File: src/rtl/isu_pkg.sv
// Shared ISU types: packed issue-queue uop payload and the ROB age compare.
package isu_pkg;

    typedef struct packed {
        logic [63:0] pc;
        logic [31:0] instr;
        logic [63:0] imm;
        logic [3:0]  cx_type;
        logic [4:0]  alu_type;
        logic [2:0]  muldiv_type;
        logic [7:0]  flags;
        logic [1:0]  ls_size;
        logic [5:0]  prd;
        logic [5:0]  old_prd;
        logic        predict_taken;
        logic [55:0] predict_target;
        logic [4:0]  sqid;
    } iq_payload_t;

    localparam int unsigned PAYLOAD_W = $bits(iq_payload_t);

    // a and b are zero-extended robids of width w; the MSB is the wrap bit.
    function automatic logic robid_older(input logic [31:0] a, input logic [31:0] b,
                                         input int unsigned w);
        logic [31:0] mask;
        logic [31:0] a_wrap;
        logic [31:0] b_wrap;
        mask   = (32'd1 << (w - 1)) - 32'd1;
        a_wrap = (a >> (w - 1)) & 32'd1;
        b_wrap = (b >> (w - 1)) & 32'd1;
        if (a_wrap == b_wrap) begin
            return (a & mask) < (b & mask);
        end
        return (a & mask) > (b & mask);
    endfunction

endpackage

File: src/rtl/iq_oldest_select.sv
// Issue-queue select: one-hot grant over ready entries.
// IQ_AGE_SELECT_EN picks the oldest robid; otherwise the lowest index wins.
module iq_oldest_select
    import isu_pkg::*;
#(
    parameter int unsigned DEPTH   = 8,
    parameter int unsigned ROBID_W = 7
) (
    input  logic [DEPTH-1:0]              ready,
    input  logic [DEPTH-1:0][ROBID_W-1:0] robid,
    output logic [DEPTH-1:0]              grant,
    output logic                          any_ready
);

    assign any_ready = |ready;

`ifdef IQ_AGE_SELECT_EN
    logic               found;
    logic [ROBID_W-1:0] best_robid;

    always_comb begin
        grant      = '0;
        found      = 1'b0;
        best_robid = '0;
        for (int i = 0; i < DEPTH; i++) begin
            if (ready[i] && (!found ||
                    robid_older(32'(robid[i]), 32'(best_robid), ROBID_W))) begin
                grant      = '0;
                grant[i]   = 1'b1;
                found      = 1'b1;
                best_robid = robid[i];
            end
        end
    end
`else
    logic found;
    logic unused_robid;

    assign unused_robid = ^robid;

    always_comb begin
        grant = '0;
        found = 1'b0;
        for (int i = 0; i < DEPTH; i++) begin
            if (ready[i] && !found) begin
                grant[i] = 1'b1;
                found    = 1'b1;
            end
        end
    end
`endif

endmodule

File: src/rtl/iq_window.sv
// Multi-entry issue queue: holds renamed uops until both sources wake, issues one per cycle.
// Select policy is chosen by IQ_AGE_SELECT_EN (see iq_oldest_select).
module iq_window #(
    parameter int unsigned DEPTH     = 8,
    parameter int unsigned WB_PORTS  = 4,
    parameter int unsigned PREG_W    = 6,
    parameter int unsigned ROBID_W   = 7,
    parameter int unsigned PAYLOAD_W = isu_pkg::PAYLOAD_W
) (
    input  logic                       clock,
    input  logic                       reset,
    input  logic                       enq_valid,
    output logic                       enq_ready,
    input  logic [PREG_W-1:0]          enq_prs1,
    input  logic [PREG_W-1:0]          enq_prs2,
    input  logic                       enq_src1_busy,
    input  logic                       enq_src2_busy,
    input  logic [ROBID_W-1:0]         enq_robid,
    input  logic [PAYLOAD_W-1:0]       enq_payload,
    input  logic [WB_PORTS-1:0]        wb_valid,
    input  logic [WB_PORTS*PREG_W-1:0] wb_prd,
    output logic                       issue_valid,
    input  logic                       issue_ready,
    output logic [PREG_W-1:0]          issue_prs1,
    output logic [PREG_W-1:0]          issue_prs2,
    output logic [ROBID_W-1:0]         issue_robid,
    output logic [PAYLOAD_W-1:0]       issue_payload,
    input  logic                       flush,
    output logic [$clog2(DEPTH):0]     count
);

    localparam int unsigned CNT_W = $clog2(DEPTH) + 1;

    logic [DEPTH-1:0]                valid_q, valid_d;
    logic [DEPTH-1:0]                busy1_q, busy1_d;
    logic [DEPTH-1:0]                busy2_q, busy2_d;
    logic [DEPTH-1:0][PREG_W-1:0]    prs1_q, prs2_q;
    logic [DEPTH-1:0][ROBID_W-1:0]   robid_q;
    logic [DEPTH-1:0][PAYLOAD_W-1:0] payload_q;
    logic [CNT_W-1:0]                count_q, count_d;

    logic [DEPTH-1:0] wake1, wake2, ready, grant, enq_sel;
    logic             enq_wake1, enq_wake2, enq_found;
    logic             any_ready, enq_fire, issue_fire;

    always_comb begin
        wake1     = '0;
        wake2     = '0;
        enq_wake1 = 1'b0;
        enq_wake2 = 1'b0;
        for (int k = 0; k < WB_PORTS; k++) begin
            if (wb_valid[k]) begin
                for (int i = 0; i < DEPTH; i++) begin
                    if (wb_prd[k*PREG_W +: PREG_W] == prs1_q[i]) wake1[i] = 1'b1;
                    if (wb_prd[k*PREG_W +: PREG_W] == prs2_q[i]) wake2[i] = 1'b1;
                end
                // Catch a broadcast that lands in the same cycle as dispatch.
                if (wb_prd[k*PREG_W +: PREG_W] == enq_prs1) enq_wake1 = 1'b1;
                if (wb_prd[k*PREG_W +: PREG_W] == enq_prs2) enq_wake2 = 1'b1;
            end
        end
    end

    always_comb begin
        enq_sel   = '0;
        enq_found = 1'b0;
        for (int i = 0; i < DEPTH; i++) begin
            if (!valid_q[i] && !enq_found) begin
                enq_sel[i] = 1'b1;
                enq_found  = 1'b1;
            end
        end
    end

    assign ready       = valid_q & ~busy1_q & ~busy2_q;
    assign enq_ready   = ~&valid_q;
    assign enq_fire    = enq_valid & enq_ready;
    assign issue_valid = any_ready & ~flush;
    assign issue_fire  = issue_valid & issue_ready;
    assign count       = count_q;

    iq_oldest_select #(
        .DEPTH   (DEPTH),
        .ROBID_W (ROBID_W)
    ) u_select (
        .ready     (ready),
        .robid     (robid_q),
        .grant     (grant),
        .any_ready (any_ready)
    );

    always_comb begin
        valid_d = valid_q;
        busy1_d = busy1_q & ~wake1;
        busy2_d = busy2_q & ~wake2;
        count_d = count_q + CNT_W'(enq_fire) - CNT_W'(issue_fire);
        if (issue_fire) valid_d = valid_d & ~grant;
        if (enq_fire) begin
            valid_d = valid_d | enq_sel;
            busy1_d = (busy1_d & ~enq_sel) | ({DEPTH{enq_src1_busy & ~enq_wake1}} & enq_sel);
            busy2_d = (busy2_d & ~enq_sel) | ({DEPTH{enq_src2_busy & ~enq_wake2}} & enq_sel);
        end
        if (flush) begin
            valid_d = '0;
            count_d = '0;
        end
    end

    always_ff @(posedge clock or posedge reset) begin
        if (reset) begin
            valid_q <= '0;
            busy1_q <= '0;
            busy2_q <= '0;
            count_q <= '0;
        end else begin
            valid_q <= valid_d;
            busy1_q <= busy1_d;
            busy2_q <= busy2_d;
            count_q <= count_d;
        end
    end

    // Data fields are qualified by valid_q, so they need no reset.
    always_ff @(posedge clock) begin
        for (int i = 0; i < DEPTH; i++) begin
            if (enq_fire && enq_sel[i]) begin
                prs1_q[i]    <= enq_prs1;
                prs2_q[i]    <= enq_prs2;
                robid_q[i]   <= enq_robid;
                payload_q[i] <= enq_payload;
            end
        end
    end

    always_comb begin
        issue_prs1    = '0;
        issue_prs2    = '0;
        issue_robid   = '0;
        issue_payload = '0;
        for (int i = 0; i < DEPTH; i++) begin
            if (grant[i]) begin
                issue_prs1    = issue_prs1 | prs1_q[i];
                issue_prs2    = issue_prs2 | prs2_q[i];
                issue_robid   = issue_robid | robid_q[i];
                issue_payload = issue_payload | payload_q[i];
            end
        end
    end

endmodule

File: config.mk
export PLATFORM = sky130hd
export DESIGN_NAME = iq_window
export DESIGN_NICKNAME = d
export VERILOG_FILES = /design/src/rtl/isu_pkg.sv /design/src/rtl/iq_oldest_select.sv /design/src/rtl/iq_window.sv
export SDC_FILE = /design/constraint.sdc
export NUM_CORES = 2
export LEC_CHECK = 0
export ABC_AREA = 1
export CAP_MARGIN = 10
export CORE_MARGIN = 4
export CORE_UTILIZATION = 53
export DETAILED_ROUTE_END_ITERATION = 10
export PLACE_DENSITY = 0.75
export SLEW_MARGIN = 25
export SYNTH_ARGS = -nofsm -noshare
export SYNTH_HDL_FRONTEND = slang
export SYNTH_SLANG_ARGS = --single-unit
export TNS_END_PERCENT = 100
File: constraint.sdc
create_clock -name clock -period 19.9 [get_ports clock]
set_clock_uncertainty 0.05 [all_clocks]
set_input_delay 3.98 -clock clock [delete_from_list [all_inputs] [get_ports clock]]
set_output_delay 3.98 -clock clock [all_outputs]
set_load 0.005 [all_outputs]
==> impl_metrics.toml <==
[status]
status = "completed"

[place]
dpl.hpwl_um = 143000
portBuffers = 590
place_congestion = 0.939
place_worst_setup_slack_ps = 10360

[synthesis]
ys.flop_type = "edfxtp_1"
synth_cells = 7536
synth_area_leaders = "edfxtp_1, nand3_1, nand2_1, nor2_1, inv_1"
synth.avg_cell_area_um2 = 12.1
post-synth-top-area-fraction = 0.725
yosysSeqAreaShare = 0.732
synth_top_family_by_area = "simple AND/OR/NAND/NOR gates"
synth_compound_area_frac = 0.0491
synthAdderAreaFrac = 0.000769
async_flop_share = 0.0126
yosys.area.top_type = "edfxtp_1"
yosys_register_bits = 2228
synth_most_common_cell = "edfxtp_1"
synth-simple-area-share = 0.156
synth_mux_area_frac = 0
ys_top_cells_by_count = "edfxtp_1, nand3_1, nand2_1, nor2_1, inv_1"
ys_warn_count = 0
synth_edf_count = 2200
synth-xor-area-share = 0.0121
synth_cell_types = 34
netlist_area_um2 = 91200
syn_nets = 7851

[sta]
period_needed_ps = 9810
tightest_slew_ps = 1270
rsz0062_at_grt = "false"
setup_tns_ps = 0
slew_viol_final = 0
hold_violations = 0
fmax_mhz = 102
finalSetupViolCount = 0
relSlewSlack = 0.155
post-route-period-util = 0.493
setup_ws_ps = 10090

[hold_path]
hp-start = "busy1_q[4]"
min_path_type = "reg -> reg"
whs_path_depth = 2
hold_end = "busy1_q[4]"

[global_routing]
gr-usage-all-layers = 0.293
first_global_vias = 61400
antenna_found_initial = 53
grt_pass1_wl_um = 393000
grt_max_degree = 161
grt_overflow = 0

[clock_tree]
numCtsBuffers = 212
post_cts_buffers = 0
h-tree-depth = 4
clockBufferDepth = 3
cts_sinks = 2228
cts_tree = "built"
hold_buffers = 0
clkLatencyLatePin_ps = 870
cts_resized = 0
clk_pin_slew_ps = 70
clockRootBuffer = "clkbuf_16"

[worst_setup_path]
critPathArrivalTime_ps = 5780
crit_fanout = 62
reg2reg_slack_ps = 15150
worst_ep_required_time_ps = 15870
path_buf_inv = 3
cp_slowest_cell = "buf_4"
crit_family = "buffers and inverters"
path_class = "reg -> out"
crit_path_start_kind = "register"
reg2reg_depth = 9
critPathMostFrequentCell = "nand3_1"
max_stage_delay_ps = 860
cp-end-kind = "output pin"
r2r_start = "valid_q[0]"
crit_chain = "nand3_4, nand2_4, nor2_4, buf_4, buf_4, nand3_1, nand3_1, nor2_1, nand3_1, clkdlybuf4s50_1"
r2r-end = "payload_q[1681]"

[die]
io_pins = 591
die_area_um2 = 179000
start_util = 0.536
die-height_um = 423
core_area_um2 = 170000
rows = 151
die_w_um = 423

[cells_and_area]
fill_cells = 12500
multi_input_area_um2 = 19900
area_growth_syn_to_layout_pct = 16.3
register_area_um2 = 66800
drive_gt1_frac = 0.0551
fin_nets = 8295
utilization = 0.623

[drt]
wire_per_inst_um = 25.5
drt_iter0_markers = 8342
vias_per_cell = 5.99
drt_wl_total_um = 267000
drt_pass1_iterations = 9
vias = 62900
drc_errors = 0
ant_nets = 0

[power_and_ir_drop]
power_density_nw_per_um2 = 94.0
p_total_mw = 9.97
peakVddDrop_uv = 90.4
power.leakage_nw = 37.8

[run]
drv_cap = 0
## through the flow
step	area [um2]	hold slack, ps	cells
after global routing	106000	544	10500
after global placement	99000	450	10100
after detailed placement	99000	455	10100
final	106000	482	10500
after floorplan	91200	428	7536
after CTS	106000	472	10500
## worst max path at each step
stage / start / end / slack, ps / depth (start not counted)
2_1_floorplan: enq_valid / busy2_q[0] / 3110 / 5
5_1_grt: valid_q[0] / issue_payload[136] / 9880 / 10
6_report: valid_q[0] / issue_payload[136] / 10090 / 10
3_3_place_gp: flush / issue_valid / 10350 / 5
3_5_place_dp: flush / issue_valid / 10360 / 5
4_1_cts: valid_q[0] / issue_payload[136] / 10050 / 10
## worst register-to-register path, stage by stage (launching register included)
cell	delay [ps]
dfrtp_1	520
nand2_1	190
nor2_1	200
inv_1	110
nor2_1	130
nand2_1	140
nor3_4	490
buf_4	760
buf_4	880
buf_4	860
## layout by cell type (no fill, tap or decap), drive strengths merged, types with 2 or more instances in the layout
| master | Yosys | routed |
|---|---|---|
| diode | 0 | 40 |
| clkdlybuf4s50 | 0 | 572 |
| nor2 | 780 | 780 |
| xnor2 | 69 | 69 |
| bufinv | 0 | 17 |
| dfrtp | 28 | 28 |
| xor2 | 57 | 57 |
| or2 | 2 | 2 |
| clkbuf | 286 | 254 |
| o211ai | 9 | 9 |
| nand4 | 305 | 305 |
| nand3b | 3 | 3 |
| ha | 4 | 4 |
| o2111ai | 23 | 23 |
| nand2 | 861 | 861 |
| a21oi | 356 | 356 |
| clkinvlp | 0 | 13 |
| buf | 169 | 111 |
| clkinv | 8 | 118 |
| o22ai | 118 | 118 |
| edfxtp | 2200 | 2200 |
| o21ai | 334 | 334 |
| nor3 | 35 | 35 |
| inv | 714 | 723 |
| nor4 | 2 | 2 |
| nand3 | 1169 | 1169 |
## routing by layer
| metal | GRT usage | routed length (um) | vias up | share of wire |
|---|---|---|---|---|
| met4 | 0.161 | 14500 | 32 | 0.054 |
| li1 | - | - | 27800 | - |
| met1 | 0.371 | 97200 | 30600 | 0.36 |
| met3 | 0.0674 | 28600 | 800 | 0.11 |
| met2 | 0.470 | 127000 | 3780 | 0.47 |
| met5 | 0 | 228 | - | 0.00085 |
## power breakdown
group,internal (mW),leakage (nW),switching [mW],total (mW)
registers,5.24,20.4,0.0232,5.26
logic,0.255,14.1,0.501,0.756
clock network,2.20,3.32,1.76,3.96
total,7.69,37.8,2.28,9.97
## registers in the layout, summed over array words and instances (netlist names)
register	cells
busy1_q	8
busy2_q	8
count	4
payload_q	2048
prs1_q	48
prs2_q	48
robid_q	56
valid_q	8
## layout make-up
| type | instances | area share |
|---|---|---|
| antenna | 40 | 0.000944 |
| clock inverter | 149 | 0.0132 |
| multi-input combinational | 4131 | 0.188 |
| tap | 2295 | 0.0271 |
| sequential | 2228 | 0.630 |
| timing repair buffer | 685 | 0.0636 |
| inverter | 722 | 0.0260 |
| clock buffer | 252 | 0.0517 |
## logic make-up after synthesis
| kind of cell | after synthesis |
|---|---|
| and+or+nand+nor | 3158 |
| AOI/OAI and AO/OA | 842 |
| adders and majority gates | 5 |
| DFF | 2228 |
| xor gates and xnor gates | 126 |
| buffers and inverters | 1177 |
Power figures use the tool's default switching activity.
